File: src/rtl/id_exe_if.sv
// ID/EXE bus bundle: decode-stage inputs (id_*) and execute-stage outputs (ex_*).
interface id_exe_if #(
    parameter int DATA_W = 32,
    parameter int REG_AW = 5
);
    logic              id_valid_i;
    logic [2:0]        id_ALU_Ctrl_op_i;
    logic              id_EXE_pc_sel_i;
    logic              id_ALU_rs2_sel_i;
    logic              id_MEM_rd_sel_i;
    logic              id_DM_read_i;
    logic              id_DM_write_i;
    logic              id_reg_file_write_i;
    logic              id_WB_data_sel_i;
    logic [1:0]        id_branch_signal_i;
    logic [DATA_W-1:0] id_pc_i;
    logic [DATA_W-1:0] id_rs1_data_i;
    logic [DATA_W-1:0] id_rs2_data_i;
    logic [DATA_W-1:0] id_imm_i;
    logic [REG_AW-1:0] id_rs1_addr_i;
    logic [REG_AW-1:0] id_rs2_addr_i;
    logic [REG_AW-1:0] id_rd_addr_i;
    logic [2:0]        id_funct3_i;
    logic [6:0]        id_funct7_i;

    logic              ex_valid_o;
    logic [2:0]        ex_ALU_Ctrl_op_o;
    logic              ex_EXE_pc_sel_o;
    logic              ex_ALU_rs2_sel_o;
    logic              ex_MEM_rd_sel_o;
    logic              ex_DM_read_o;
    logic              ex_DM_write_o;
    logic              ex_reg_file_write_o;
    logic              ex_WB_data_sel_o;
    logic [1:0]        ex_branch_signal_o;
    logic [DATA_W-1:0] ex_pc_o;
    logic [DATA_W-1:0] ex_rs1_data_o;
    logic [DATA_W-1:0] ex_rs2_data_o;
    logic [DATA_W-1:0] ex_imm_o;
    logic [REG_AW-1:0] ex_rs1_addr_o;
    logic [REG_AW-1:0] ex_rs2_addr_o;
    logic [REG_AW-1:0] ex_rd_addr_o;
    logic [2:0]        ex_funct3_o;
    logic [6:0]        ex_funct7_o;

    // Decode stage side: drives the ID bundle, observes the EXE copy.
    modport master (
        output id_valid_i, id_ALU_Ctrl_op_i, id_EXE_pc_sel_i, id_ALU_rs2_sel_i,
               id_MEM_rd_sel_i, id_DM_read_i, id_DM_write_i, id_reg_file_write_i,
               id_WB_data_sel_i, id_branch_signal_i, id_pc_i, id_rs1_data_i,
               id_rs2_data_i, id_imm_i, id_rs1_addr_i, id_rs2_addr_i, id_rd_addr_i,
               id_funct3_i, id_funct7_i,
        input  ex_valid_o, ex_ALU_Ctrl_op_o, ex_EXE_pc_sel_o, ex_ALU_rs2_sel_o,
               ex_MEM_rd_sel_o, ex_DM_read_o, ex_DM_write_o, ex_reg_file_write_o,
               ex_WB_data_sel_o, ex_branch_signal_o, ex_pc_o, ex_rs1_data_o,
               ex_rs2_data_o, ex_imm_o, ex_rs1_addr_o, ex_rs2_addr_o, ex_rd_addr_o,
               ex_funct3_o, ex_funct7_o
    );

    // Pipeline register side: samples the ID bundle, drives the EXE copy.
    modport slave (
        input  id_valid_i, id_ALU_Ctrl_op_i, id_EXE_pc_sel_i, id_ALU_rs2_sel_i,
               id_MEM_rd_sel_i, id_DM_read_i, id_DM_write_i, id_reg_file_write_i,
               id_WB_data_sel_i, id_branch_signal_i, id_pc_i, id_rs1_data_i,
               id_rs2_data_i, id_imm_i, id_rs1_addr_i, id_rs2_addr_i, id_rd_addr_i,
               id_funct3_i, id_funct7_i,
        output ex_valid_o, ex_ALU_Ctrl_op_o, ex_EXE_pc_sel_o, ex_ALU_rs2_sel_o,
               ex_MEM_rd_sel_o, ex_DM_read_o, ex_DM_write_o, ex_reg_file_write_o,
               ex_WB_data_sel_o, ex_branch_signal_o, ex_pc_o, ex_rs1_data_o,
               ex_rs2_data_o, ex_imm_o, ex_rs1_addr_o, ex_rs2_addr_o, ex_rd_addr_o,
               ex_funct3_o, ex_funct7_o
    );
endinterface

File: src/rtl/id_exe_reg.sv
// ID/EXE pipeline register with load-use hazard detection, bubble insertion
// on flush/hazard, hold on external stall, and a saturating bubble counter.
module id_exe_reg #(
    parameter int DATA_W = 32,
    parameter int REG_AW = 5,
    parameter int CNT_W  = 16
) (
    input  logic             clk,
    input  logic             rst_n,
    id_exe_if.slave          bus,
    input  logic             stall_i,
    input  logic             flush_i,
    output logic             ld_use_stall_o,
    output logic [CNT_W-1:0] bubble_cnt_o
);

    typedef struct packed {
        logic              valid;
        logic [2:0]        alu_op;
        logic              exe_pc_sel;
        logic              alu_rs2_sel;
        logic              mem_rd_sel;
        logic              dm_read;
        logic              dm_write;
        logic              rf_write;
        logic              wb_data_sel;
        logic [1:0]        branch;
        logic [DATA_W-1:0] pc;
        logic [DATA_W-1:0] rs1_data;
        logic [DATA_W-1:0] rs2_data;
        logic [DATA_W-1:0] imm;
        logic [REG_AW-1:0] rs1_addr;
        logic [REG_AW-1:0] rs2_addr;
        logic [REG_AW-1:0] rd_addr;
        logic [2:0]        funct3;
        logic [6:0]        funct7;
    } ex_t;

    localparam logic [2:0] ALU_ADD = 3'b010;

    // A bubble is an ADD with every side effect disabled and all fields zero.
    function automatic ex_t bubble_f();
        ex_t b;
        b        = '0;
        b.alu_op = ALU_ADD;
        return b;
    endfunction

    ex_t              ex_q, ex_d, load_val;
    logic [CNT_W-1:0] cnt_q, cnt_d, cnt_inc;
    logic             haz;

    // Load-use: the instruction in EXE is a load whose destination is read in ID.
    assign haz = ex_q.valid & ex_q.dm_read & (ex_q.rd_addr != '0) & bus.id_valid_i &
                 ((ex_q.rd_addr == bus.id_rs1_addr_i) | (ex_q.rd_addr == bus.id_rs2_addr_i));

    assign ld_use_stall_o = haz & ~flush_i & ~stall_i;

    assign cnt_inc = (cnt_q == '1) ? cnt_q : cnt_q + {{(CNT_W-1){1'b0}}, 1'b1};

    // Capture the ID bundle; an empty slot is stripped of all side effects.
    always_comb begin
        load_val.valid       = bus.id_valid_i;
        load_val.alu_op      = bus.id_ALU_Ctrl_op_i;
        load_val.exe_pc_sel  = bus.id_EXE_pc_sel_i;
        load_val.alu_rs2_sel = bus.id_ALU_rs2_sel_i;
        load_val.mem_rd_sel  = bus.id_MEM_rd_sel_i;
        load_val.dm_read     = bus.id_DM_read_i & bus.id_valid_i;
        load_val.dm_write    = bus.id_DM_write_i & bus.id_valid_i;
        load_val.rf_write    = bus.id_reg_file_write_i & bus.id_valid_i;
        load_val.wb_data_sel = bus.id_WB_data_sel_i;
        load_val.branch      = bus.id_valid_i ? bus.id_branch_signal_i : 2'b00;
        load_val.pc          = bus.id_pc_i;
        load_val.rs1_data    = bus.id_rs1_data_i;
        load_val.rs2_data    = bus.id_rs2_data_i;
        load_val.imm         = bus.id_imm_i;
        load_val.rs1_addr    = bus.id_rs1_addr_i;
        load_val.rs2_addr    = bus.id_rs2_addr_i;
        load_val.rd_addr     = bus.id_rd_addr_i;
        load_val.funct3      = bus.id_funct3_i;
        load_val.funct7      = bus.id_funct7_i;
    end

    // Next state by priority: hold, flush, load-use bubble, load.
    always_comb begin
        // NOTE: defaults first so every path assigns ex_d/cnt_d and no latch is inferred.
        ex_d  = ex_q;
        cnt_d = cnt_q;
        if (stall_i) begin
            ex_d  = ex_q;
        end else if (flush_i) begin
            ex_d = bubble_f();
            if (bus.id_valid_i) cnt_d = cnt_inc;
        end else if (haz) begin
            ex_d  = bubble_f();
            cnt_d = cnt_inc;
        end else begin
            ex_d = load_val;
        end
    end

    // State registers; reset leaves a bubble in EXE and clears the counter.
    always_ff @(posedge clk or negedge rst_n) begin
        // NOTE: non-blocking assignments so every register samples pre-edge values.
        if (!rst_n) begin
            ex_q  <= bubble_f();
            cnt_q <= '0;
        end else begin
            ex_q  <= ex_d;
            cnt_q <= cnt_d;
        end
    end

    assign bubble_cnt_o            = cnt_q;
    assign bus.ex_valid_o          = ex_q.valid;
    assign bus.ex_ALU_Ctrl_op_o    = ex_q.alu_op;
    assign bus.ex_EXE_pc_sel_o     = ex_q.exe_pc_sel;
    assign bus.ex_ALU_rs2_sel_o    = ex_q.alu_rs2_sel;
    assign bus.ex_MEM_rd_sel_o     = ex_q.mem_rd_sel;
    assign bus.ex_DM_read_o        = ex_q.dm_read;
    assign bus.ex_DM_write_o       = ex_q.dm_write;
    assign bus.ex_reg_file_write_o = ex_q.rf_write;
    assign bus.ex_WB_data_sel_o    = ex_q.wb_data_sel;
    assign bus.ex_branch_signal_o  = ex_q.branch;
    assign bus.ex_pc_o             = ex_q.pc;
    assign bus.ex_rs1_data_o       = ex_q.rs1_data;
    assign bus.ex_rs2_data_o       = ex_q.rs2_data;
    assign bus.ex_imm_o            = ex_q.imm;
    assign bus.ex_rs1_addr_o       = ex_q.rs1_addr;
    assign bus.ex_rs2_addr_o       = ex_q.rs2_addr;
    assign bus.ex_rd_addr_o        = ex_q.rd_addr;
    assign bus.ex_funct3_o         = ex_q.funct3;
    assign bus.ex_funct7_o         = ex_q.funct7;

endmodule

File: src/flat_wrapper.sv
// flat-port wrapper written by rule: the top's interface ports become plain ports
module id_exe_reg_flat 
#(
    parameter int DATA_W = 32,
    parameter int REG_AW = 5,
    parameter int CNT_W  = 16
)
  (clk, rst_n, stall_i, flush_i, ld_use_stall_o, bubble_cnt_o, bus_id_valid_i, bus_id_ALU_Ctrl_op_i, bus_id_EXE_pc_sel_i, bus_id_ALU_rs2_sel_i, bus_id_MEM_rd_sel_i, bus_id_DM_read_i, bus_id_DM_write_i, bus_id_reg_file_write_i, bus_id_WB_data_sel_i, bus_id_branch_signal_i, bus_id_pc_i, bus_id_rs1_data_i, bus_id_rs2_data_i, bus_id_imm_i, bus_id_rs1_addr_i, bus_id_rs2_addr_i, bus_id_rd_addr_i, bus_id_funct3_i, bus_id_funct7_i, bus_ex_valid_o, bus_ex_ALU_Ctrl_op_o, bus_ex_EXE_pc_sel_o, bus_ex_ALU_rs2_sel_o, bus_ex_MEM_rd_sel_o, bus_ex_DM_read_o, bus_ex_DM_write_o, bus_ex_reg_file_write_o, bus_ex_WB_data_sel_o, bus_ex_branch_signal_o, bus_ex_pc_o, bus_ex_rs1_data_o, bus_ex_rs2_data_o, bus_ex_imm_o, bus_ex_rs1_addr_o, bus_ex_rs2_addr_o, bus_ex_rd_addr_o, bus_ex_funct3_o, bus_ex_funct7_o);
  id_exe_if #(.DATA_W(DATA_W), .REG_AW(REG_AW)) bus_i ();
  input  logic clk;
  input  logic rst_n;
  input  logic stall_i;
  input  logic flush_i;
  output logic ld_use_stall_o;
  output logic [CNT_W-1:0] bubble_cnt_o;
  input wire logic [$bits(bus_i.id_valid_i)-1:0] bus_id_valid_i;
  input wire logic [$bits(bus_i.id_ALU_Ctrl_op_i)-1:0] bus_id_ALU_Ctrl_op_i;
  input wire logic [$bits(bus_i.id_EXE_pc_sel_i)-1:0] bus_id_EXE_pc_sel_i;
  input wire logic [$bits(bus_i.id_ALU_rs2_sel_i)-1:0] bus_id_ALU_rs2_sel_i;
  input wire logic [$bits(bus_i.id_MEM_rd_sel_i)-1:0] bus_id_MEM_rd_sel_i;
  input wire logic [$bits(bus_i.id_DM_read_i)-1:0] bus_id_DM_read_i;
  input wire logic [$bits(bus_i.id_DM_write_i)-1:0] bus_id_DM_write_i;
  input wire logic [$bits(bus_i.id_reg_file_write_i)-1:0] bus_id_reg_file_write_i;
  input wire logic [$bits(bus_i.id_WB_data_sel_i)-1:0] bus_id_WB_data_sel_i;
  input wire logic [$bits(bus_i.id_branch_signal_i)-1:0] bus_id_branch_signal_i;
  input wire logic [$bits(bus_i.id_pc_i)-1:0] bus_id_pc_i;
  input wire logic [$bits(bus_i.id_rs1_data_i)-1:0] bus_id_rs1_data_i;
  input wire logic [$bits(bus_i.id_rs2_data_i)-1:0] bus_id_rs2_data_i;
  input wire logic [$bits(bus_i.id_imm_i)-1:0] bus_id_imm_i;
  input wire logic [$bits(bus_i.id_rs1_addr_i)-1:0] bus_id_rs1_addr_i;
  input wire logic [$bits(bus_i.id_rs2_addr_i)-1:0] bus_id_rs2_addr_i;
  input wire logic [$bits(bus_i.id_rd_addr_i)-1:0] bus_id_rd_addr_i;
  input wire logic [$bits(bus_i.id_funct3_i)-1:0] bus_id_funct3_i;
  input wire logic [$bits(bus_i.id_funct7_i)-1:0] bus_id_funct7_i;
  output wire logic [$bits(bus_i.ex_valid_o)-1:0] bus_ex_valid_o;
  output wire logic [$bits(bus_i.ex_ALU_Ctrl_op_o)-1:0] bus_ex_ALU_Ctrl_op_o;
  output wire logic [$bits(bus_i.ex_EXE_pc_sel_o)-1:0] bus_ex_EXE_pc_sel_o;
  output wire logic [$bits(bus_i.ex_ALU_rs2_sel_o)-1:0] bus_ex_ALU_rs2_sel_o;
  output wire logic [$bits(bus_i.ex_MEM_rd_sel_o)-1:0] bus_ex_MEM_rd_sel_o;
  output wire logic [$bits(bus_i.ex_DM_read_o)-1:0] bus_ex_DM_read_o;
  output wire logic [$bits(bus_i.ex_DM_write_o)-1:0] bus_ex_DM_write_o;
  output wire logic [$bits(bus_i.ex_reg_file_write_o)-1:0] bus_ex_reg_file_write_o;
  output wire logic [$bits(bus_i.ex_WB_data_sel_o)-1:0] bus_ex_WB_data_sel_o;
  output wire logic [$bits(bus_i.ex_branch_signal_o)-1:0] bus_ex_branch_signal_o;
  output wire logic [$bits(bus_i.ex_pc_o)-1:0] bus_ex_pc_o;
  output wire logic [$bits(bus_i.ex_rs1_data_o)-1:0] bus_ex_rs1_data_o;
  output wire logic [$bits(bus_i.ex_rs2_data_o)-1:0] bus_ex_rs2_data_o;
  output wire logic [$bits(bus_i.ex_imm_o)-1:0] bus_ex_imm_o;
  output wire logic [$bits(bus_i.ex_rs1_addr_o)-1:0] bus_ex_rs1_addr_o;
  output wire logic [$bits(bus_i.ex_rs2_addr_o)-1:0] bus_ex_rs2_addr_o;
  output wire logic [$bits(bus_i.ex_rd_addr_o)-1:0] bus_ex_rd_addr_o;
  output wire logic [$bits(bus_i.ex_funct3_o)-1:0] bus_ex_funct3_o;
  output wire logic [$bits(bus_i.ex_funct7_o)-1:0] bus_ex_funct7_o;
  assign bus_i.id_valid_i = bus_id_valid_i;
  assign bus_i.id_ALU_Ctrl_op_i = bus_id_ALU_Ctrl_op_i;
  assign bus_i.id_EXE_pc_sel_i = bus_id_EXE_pc_sel_i;
  assign bus_i.id_ALU_rs2_sel_i = bus_id_ALU_rs2_sel_i;
  assign bus_i.id_MEM_rd_sel_i = bus_id_MEM_rd_sel_i;
  assign bus_i.id_DM_read_i = bus_id_DM_read_i;
  assign bus_i.id_DM_write_i = bus_id_DM_write_i;
  assign bus_i.id_reg_file_write_i = bus_id_reg_file_write_i;
  assign bus_i.id_WB_data_sel_i = bus_id_WB_data_sel_i;
  assign bus_i.id_branch_signal_i = bus_id_branch_signal_i;
  assign bus_i.id_pc_i = bus_id_pc_i;
  assign bus_i.id_rs1_data_i = bus_id_rs1_data_i;
  assign bus_i.id_rs2_data_i = bus_id_rs2_data_i;
  assign bus_i.id_imm_i = bus_id_imm_i;
  assign bus_i.id_rs1_addr_i = bus_id_rs1_addr_i;
  assign bus_i.id_rs2_addr_i = bus_id_rs2_addr_i;
  assign bus_i.id_rd_addr_i = bus_id_rd_addr_i;
  assign bus_i.id_funct3_i = bus_id_funct3_i;
  assign bus_i.id_funct7_i = bus_id_funct7_i;
  assign bus_ex_valid_o = bus_i.ex_valid_o;
  assign bus_ex_ALU_Ctrl_op_o = bus_i.ex_ALU_Ctrl_op_o;
  assign bus_ex_EXE_pc_sel_o = bus_i.ex_EXE_pc_sel_o;
  assign bus_ex_ALU_rs2_sel_o = bus_i.ex_ALU_rs2_sel_o;
  assign bus_ex_MEM_rd_sel_o = bus_i.ex_MEM_rd_sel_o;
  assign bus_ex_DM_read_o = bus_i.ex_DM_read_o;
  assign bus_ex_DM_write_o = bus_i.ex_DM_write_o;
  assign bus_ex_reg_file_write_o = bus_i.ex_reg_file_write_o;
  assign bus_ex_WB_data_sel_o = bus_i.ex_WB_data_sel_o;
  assign bus_ex_branch_signal_o = bus_i.ex_branch_signal_o;
  assign bus_ex_pc_o = bus_i.ex_pc_o;
  assign bus_ex_rs1_data_o = bus_i.ex_rs1_data_o;
  assign bus_ex_rs2_data_o = bus_i.ex_rs2_data_o;
  assign bus_ex_imm_o = bus_i.ex_imm_o;
  assign bus_ex_rs1_addr_o = bus_i.ex_rs1_addr_o;
  assign bus_ex_rs2_addr_o = bus_i.ex_rs2_addr_o;
  assign bus_ex_rd_addr_o = bus_i.ex_rd_addr_o;
  assign bus_ex_funct3_o = bus_i.ex_funct3_o;
  assign bus_ex_funct7_o = bus_i.ex_funct7_o;
  id_exe_reg #(.DATA_W(DATA_W), .REG_AW(REG_AW), .CNT_W(CNT_W)) u_core (.clk(clk), .rst_n(rst_n), .bus(bus_i), .stall_i(stall_i), .flush_i(flush_i), .ld_use_stall_o(ld_use_stall_o), .bubble_cnt_o(bubble_cnt_o));
endmodule
File: config.mk
export PLATFORM = sky130hd
export DESIGN_NAME = id_exe_reg_flat
export DESIGN_NICKNAME = d
export VERILOG_FILES = /design/src/rtl/id_exe_if.sv /design/src/rtl/id_exe_reg.sv /design/src/flat_wrapper.sv
export SDC_FILE = /design/constraint.sdc
export NUM_CORES = 1
export LEC_CHECK = 0
export CAP_MARGIN = 5
export CORE_AREA = 3 3 169 171
export DETAILED_ROUTE_END_ITERATION = 6
export DIE_AREA = 0 0 172 174
export PLACE_DENSITY = 0.54
export SLEW_MARGIN = 20
export SYNTH_ARGS = -nofsm -noshare
export SYNTH_HDL_FRONTEND = slang
export SYNTH_SLANG_ARGS = --single-unit
File: constraint.sdc
create_clock -name clk -period 3.75 [get_ports clk]
set_input_delay 0.75 -clock clk [delete_from_list [all_inputs] [get_ports clk]]
set_output_delay 0.75 -clock clk [all_outputs]
set_load 0.01 [all_outputs]
* Yosys cells after proc, flatten, opt, wreduce, memory -nomap -nowiden
Cells that the tools add are included.
Storage, ports and cells: flip-flop bits (word level) 182, bits of input ports 170, logic and storage cells 47
Cells by class: add/subtract/negate cells 1, equality and inequality tests 4, multiplexer cells 7, bitwise logic cells 12, reduce and logical (&&, ||, !) cells 3
Operator list (count):
- two-way mux 166 bit | 2
- two-way mux 16 bit | 4
- adder 16 x 1 -> 16 bit, second input constant | 1
- == test 16 bit, second input constant | 1
- == test 5 bit | 2
- AND 1 bit | 9
- nonzero test 5 bit | 1
- AND reduction 3 bit | 1
- two-way mux 2 bit | 1
- != test 2 x 1 -> 1 bit, second input constant | 1
- NOT 1 bit | 2
- nonzero test 2 bit | 1
- bitwise OR 1 bit | 1

* Logic depth before layout (Yosys ltp)
word-level depth 6, depth in mapped cells 8, mapped depth without buffers 7

* Least setup slack after synthesis
Ideal clock, no wire load.
kind input -> output, start point input port stall_i, end point output port ld_use_stall_o, data arrival time 1.693 ns, data required time 3.000 ns, setup slack 1.307 ns, stages on the path 4, buffers on the path 3, cells stage by stage clkbuf_1 clkbuf_1 buf_1 nor3_1
Between the ends: cells in the longest elaborated chain, start to end 2
Ends and longest elaborated chain:
- start: declaration | RTL line flat_wrapper.sv:12 | input logic stall_i;
- NOT 1 bit | RTL line id_exe_reg.sv:57 | assign ld_use_stall_o = haz & ~flush_i & ~stall_i;
- AND 1 bit | RTL line id_exe_reg.sv:57
- end: declaration | RTL line flat_wrapper.sv:14 | output logic ld_use_stall_o;
Every way passes these cells.

* Final worst setup path
start point input port bus_id_rs1_addr_i[4], end point output port ld_use_stall_o
Between the ends: cells in the longest elaborated chain, start to end 5
Ends and longest elaborated chain:
- start: declaration | RTL line flat_wrapper.sv:30 | input wire logic [$bits(bus_i.id_rs1_addr_i)-1:0] bus_id_rs1_addr_i;
- == test 5 bit | RTL line id_exe_reg.sv:55 | ((ex_q.rd_addr == bus.id_rs1_addr_i) | (ex_q.rd_addr == bus.id_rs2_addr_i));
- bitwise OR 1 bit | RTL line id_exe_reg.sv:55
- AND 1 bit | RTL line id_exe_reg.sv:54 | assign haz = ex_q.valid & ex_q.dm_read & (ex_q.rd_addr != '0) & bus.id_valid_i &
- AND 1 bit (2 in series) | RTL line id_exe_reg.sv:57
Every way passes these cells.

==> results.yml <==
routing:
  wl_per_cell_um: 19.1
  drt_pass1_iterations: 4
  via_per_inst: 4.61
  ant_nets: 0
  wirelength_um: 22200
  drc: 0
  first_iter_violations: 323
  via_count: 5354
placement:
  hpwl_um: 15300
  place_inst: 1129
  gp_congestion: 0.728
  port_buffers: 352
synthesis:
  yosysTopAreaCell: "dfrtp_1"
  yosysTopAreaCellShare_pct: 66.7
  synth-seq-cells: 182
  syn_area_mm2: 0.00680
  seq_area_frac_synth_pct: 67.0
  syn_nets: 639
  syn_avg_cell_area_um2: 14.5
  synth_area_leaders: "dfrtp_1, a22o_1, xor2_1, buf_4, xnor2_1"
  ys_warn_count: 0
  synth_cells: 468
  synth.distinct_cells: 33
grt:
  grt_pass1_wl_um: 34600
  met1_usage_pct: 19.3
  grt_overflow_total: 0
  use_met3_pct: 5.75
  antenna_found_initial: 1
  grt_busiest_layer: "met2"
  grt_usage_pct: 14.6
  grt_pass1_vias: 5706
  grt_max_degree: 95
  grt_use_met2_pct: 22.8
die:
  dieArea_mm2: 0.0299
  core_area_mm2: 0.0270
  ios: 353
  start_util_pct: 25.1
  std_cell_rows: 60
  die_x_um: 172
  die_h_um: 174
final_layout:
  n_antenna_cell: 0
  final_cells: 1161
  syn_to_final_growth_pct: 64.9
  drive_gt1_share_pct: 6.46
  final_nets: 978
status:
  status: "finished clean"
sta:
  post-route-min-period_ns: 3.45
  max_freq_ghz: 0.290
  fin_skew_ns: 0.0151
  slew_headroom_pct: 36.8
  rsz0062_at_grt: "false"
  drv_slew: 0
  fin_setup_tns_ns: 0
  fin_crit_sh_pct: 92.1
  fin_hold_ws_ns: 0.413
  setup_violations: 0
  hold_violations: 0
  tightestPinTransition_ns: 0.948
setup_path:
  r2r-start: "u_core.bus.ex_rd_addr_o[2]"
  critPathMaxFanout: 3
  critPathMaxStageDelay_ns: 0.60
  path_cells: "clkdlybuf4s50_1 -> xnor2_1 -> nand3_1 -> o22ai_2 -> nand2_1 -> nor3_1 -> clkdlybuf4s50_1"
  critPathLaunch: "bus_id_rs1_addr_i[4]"
  startpoint_type: "input pin"
  cp_common_cell: "clkdlybuf4s50_1"
  crit_arrival_ns: 2.70
  crit_slowest_cell: "clkdlybuf4s50_1"
  path_buf_inv: 2
  crit_type: "in -> out"
  end_kind: "output pin"
  path_delay_family: "buffers and inverters"
  cp.required_ns: 3.00
power_and_ir_drop:
  p_total_w: 0.00501
  power_leakage_nw: 4.86
  p_per_area_mw_per_mm2: 447
  ir_worst_vdd_uv: 228
clocking:
  clk_pin_slew_worst_paths_ns: 0.08
  insertion_delay_ns: 0.43
  clkSinkCount: 182
  clockBufferDepth: 2
  postCtsSetupRepairBufs: 0
  cts_buffers: 17
  post_cts_resized: 0
  cts_tree: "done"
  root_buffer: "clkbuf_16"
  cts-hold-fix-buffers: 0
  h-tree-depth: 4
min_path:
  hold_path_class: "in -> async"
job:
  drv_cap: 0
-- layout make-up --
class                   count  area (µm²)
inverters                   2        7.51
well taps                 341         427
clock inverters            15         155
fillers                  2556       15800
flip-flops and latches    182        4560
clock buffers              17         425
repair buffers            360        3620
multi-input cells         244        2020
-- cells in the mapped netlist (all sizes together) --
cell type,n
ha,1
nor2b,1
nor4,3
or2,1
o22ai,1
nor3,8
and3,1
inv,2
dfstp,1
and2,1
clkbuf,18
nand4,5
a32o,5
a22o,160
mux2,1
xor2,14
a211oi,1
nand3,8
nor3b,1
xnor2,11
nor2,8
nand2,9
buf,22
dfrtp,181
a21oi,3
and4,1
-- path summary, 6_finish.rpt --
path	to	slack (ns)	depth (start not counted)
setup / recovery	ld_use_stall_o	0.30	7
hold / removal	u_core.bus.ex_reg_file_write_o	0.41	1
setup reg to reg	u_core.bus.ex_rs2_data_o[13]	1.50	6
hold reg to reg	u_core.bubble_cnt_o[14]	0.50	1
max in group asynchronous	u_core.bus.ex_rs1_data_o[4]	2.58	2
min in group clk	u_core.bubble_cnt_o[14]	0.50	1
-- state kept, by name, indices dropped and copies added, names as in the netlist, 2 cells and up --
register / flops
u_core.bus.ex_rs2_addr_o: 5
u_core.bus.ex_rs1_data_o: 32
u_core.bubble_cnt_o: 16
u_core.bus.ex_rs2_data_o: 32
u_core.bus.ex_funct7_o: 7
u_core.bus.ex_branch_signal_o: 2
u_core.bus.ex_pc_o: 32
u_core.bus.ex_ALU_Ctrl_op_o: 3
u_core.bus.ex_rd_addr_o: 5
u_core.bus.ex_funct3_o: 3
u_core.bus.ex_imm_o: 32
u_core.bus.ex_rs1_addr_o: 5
-- layer usage --
metal	share of wire (%)	wire length (µm)
met1	44	9750
met2	46	10200
met3	9.0	1990
met4	1.1	250
met5	0.041	9
-- power breakdown --
group | switching [W] | internal, W
Combinational | 0.000371 | 0.000583
Sequential | 0.000131 | 0.00213
Clock | 0.000908 | 0.000892
-- metrics by stage --
stage | worst slack (ns) | instance area (µm²) | utilization (%)
final | 0.297 | 11200 | 41.5
after global routing | 0.163 | 11200 | 41.5
after CTS | 0.297 | 11200 | 41.5
after detailed placement | 0.296 | 10600 | 39.3
after global placement | 0.312 | 10600 | 39.3
after floorplan | 1.31 | 6800 | -
-- cells by family after synthesis --
group                      synth area share (%)
xor gates and xnor gates                   3.22
muxes                                     0.221
AOI/OAI and AO/OA                          22.2
buffers and inverters                      3.37
and+or+nand+nor                            3.79
adders and majority gates                 0.184
DFF                                        67.0
-- placed cells by master, fill, tap and decap left out, types with 2 or more instances in the layout --
| master | instances |
|---|---|
| nand4_1 | 5 |
| dfrtp_1 | 181 |
| buf_4 | 6 |
| inv_8 | 4 |
| clkinv_2 | 2 |
| clkinv_4 | 2 |
| clkinv_8 | 3 |
| xor2_1 | 14 |
| nor4_2 | 2 |
| nand2_1 | 9 |
| a32o_1 | 5 |
| inv_6 | 3 |
| nand3_1 | 8 |
| xnor2_1 | 11 |
| nor3_1 | 7 |
| buf_12 | 3 |
| clkdlybuf4s50_1 | 350 |
| a22o_1 | 160 |
| nor2_1 | 8 |
| clkbuf_16 | 17 |
| inv_1 | 2 |
Power figures use the tool's default switching activity.
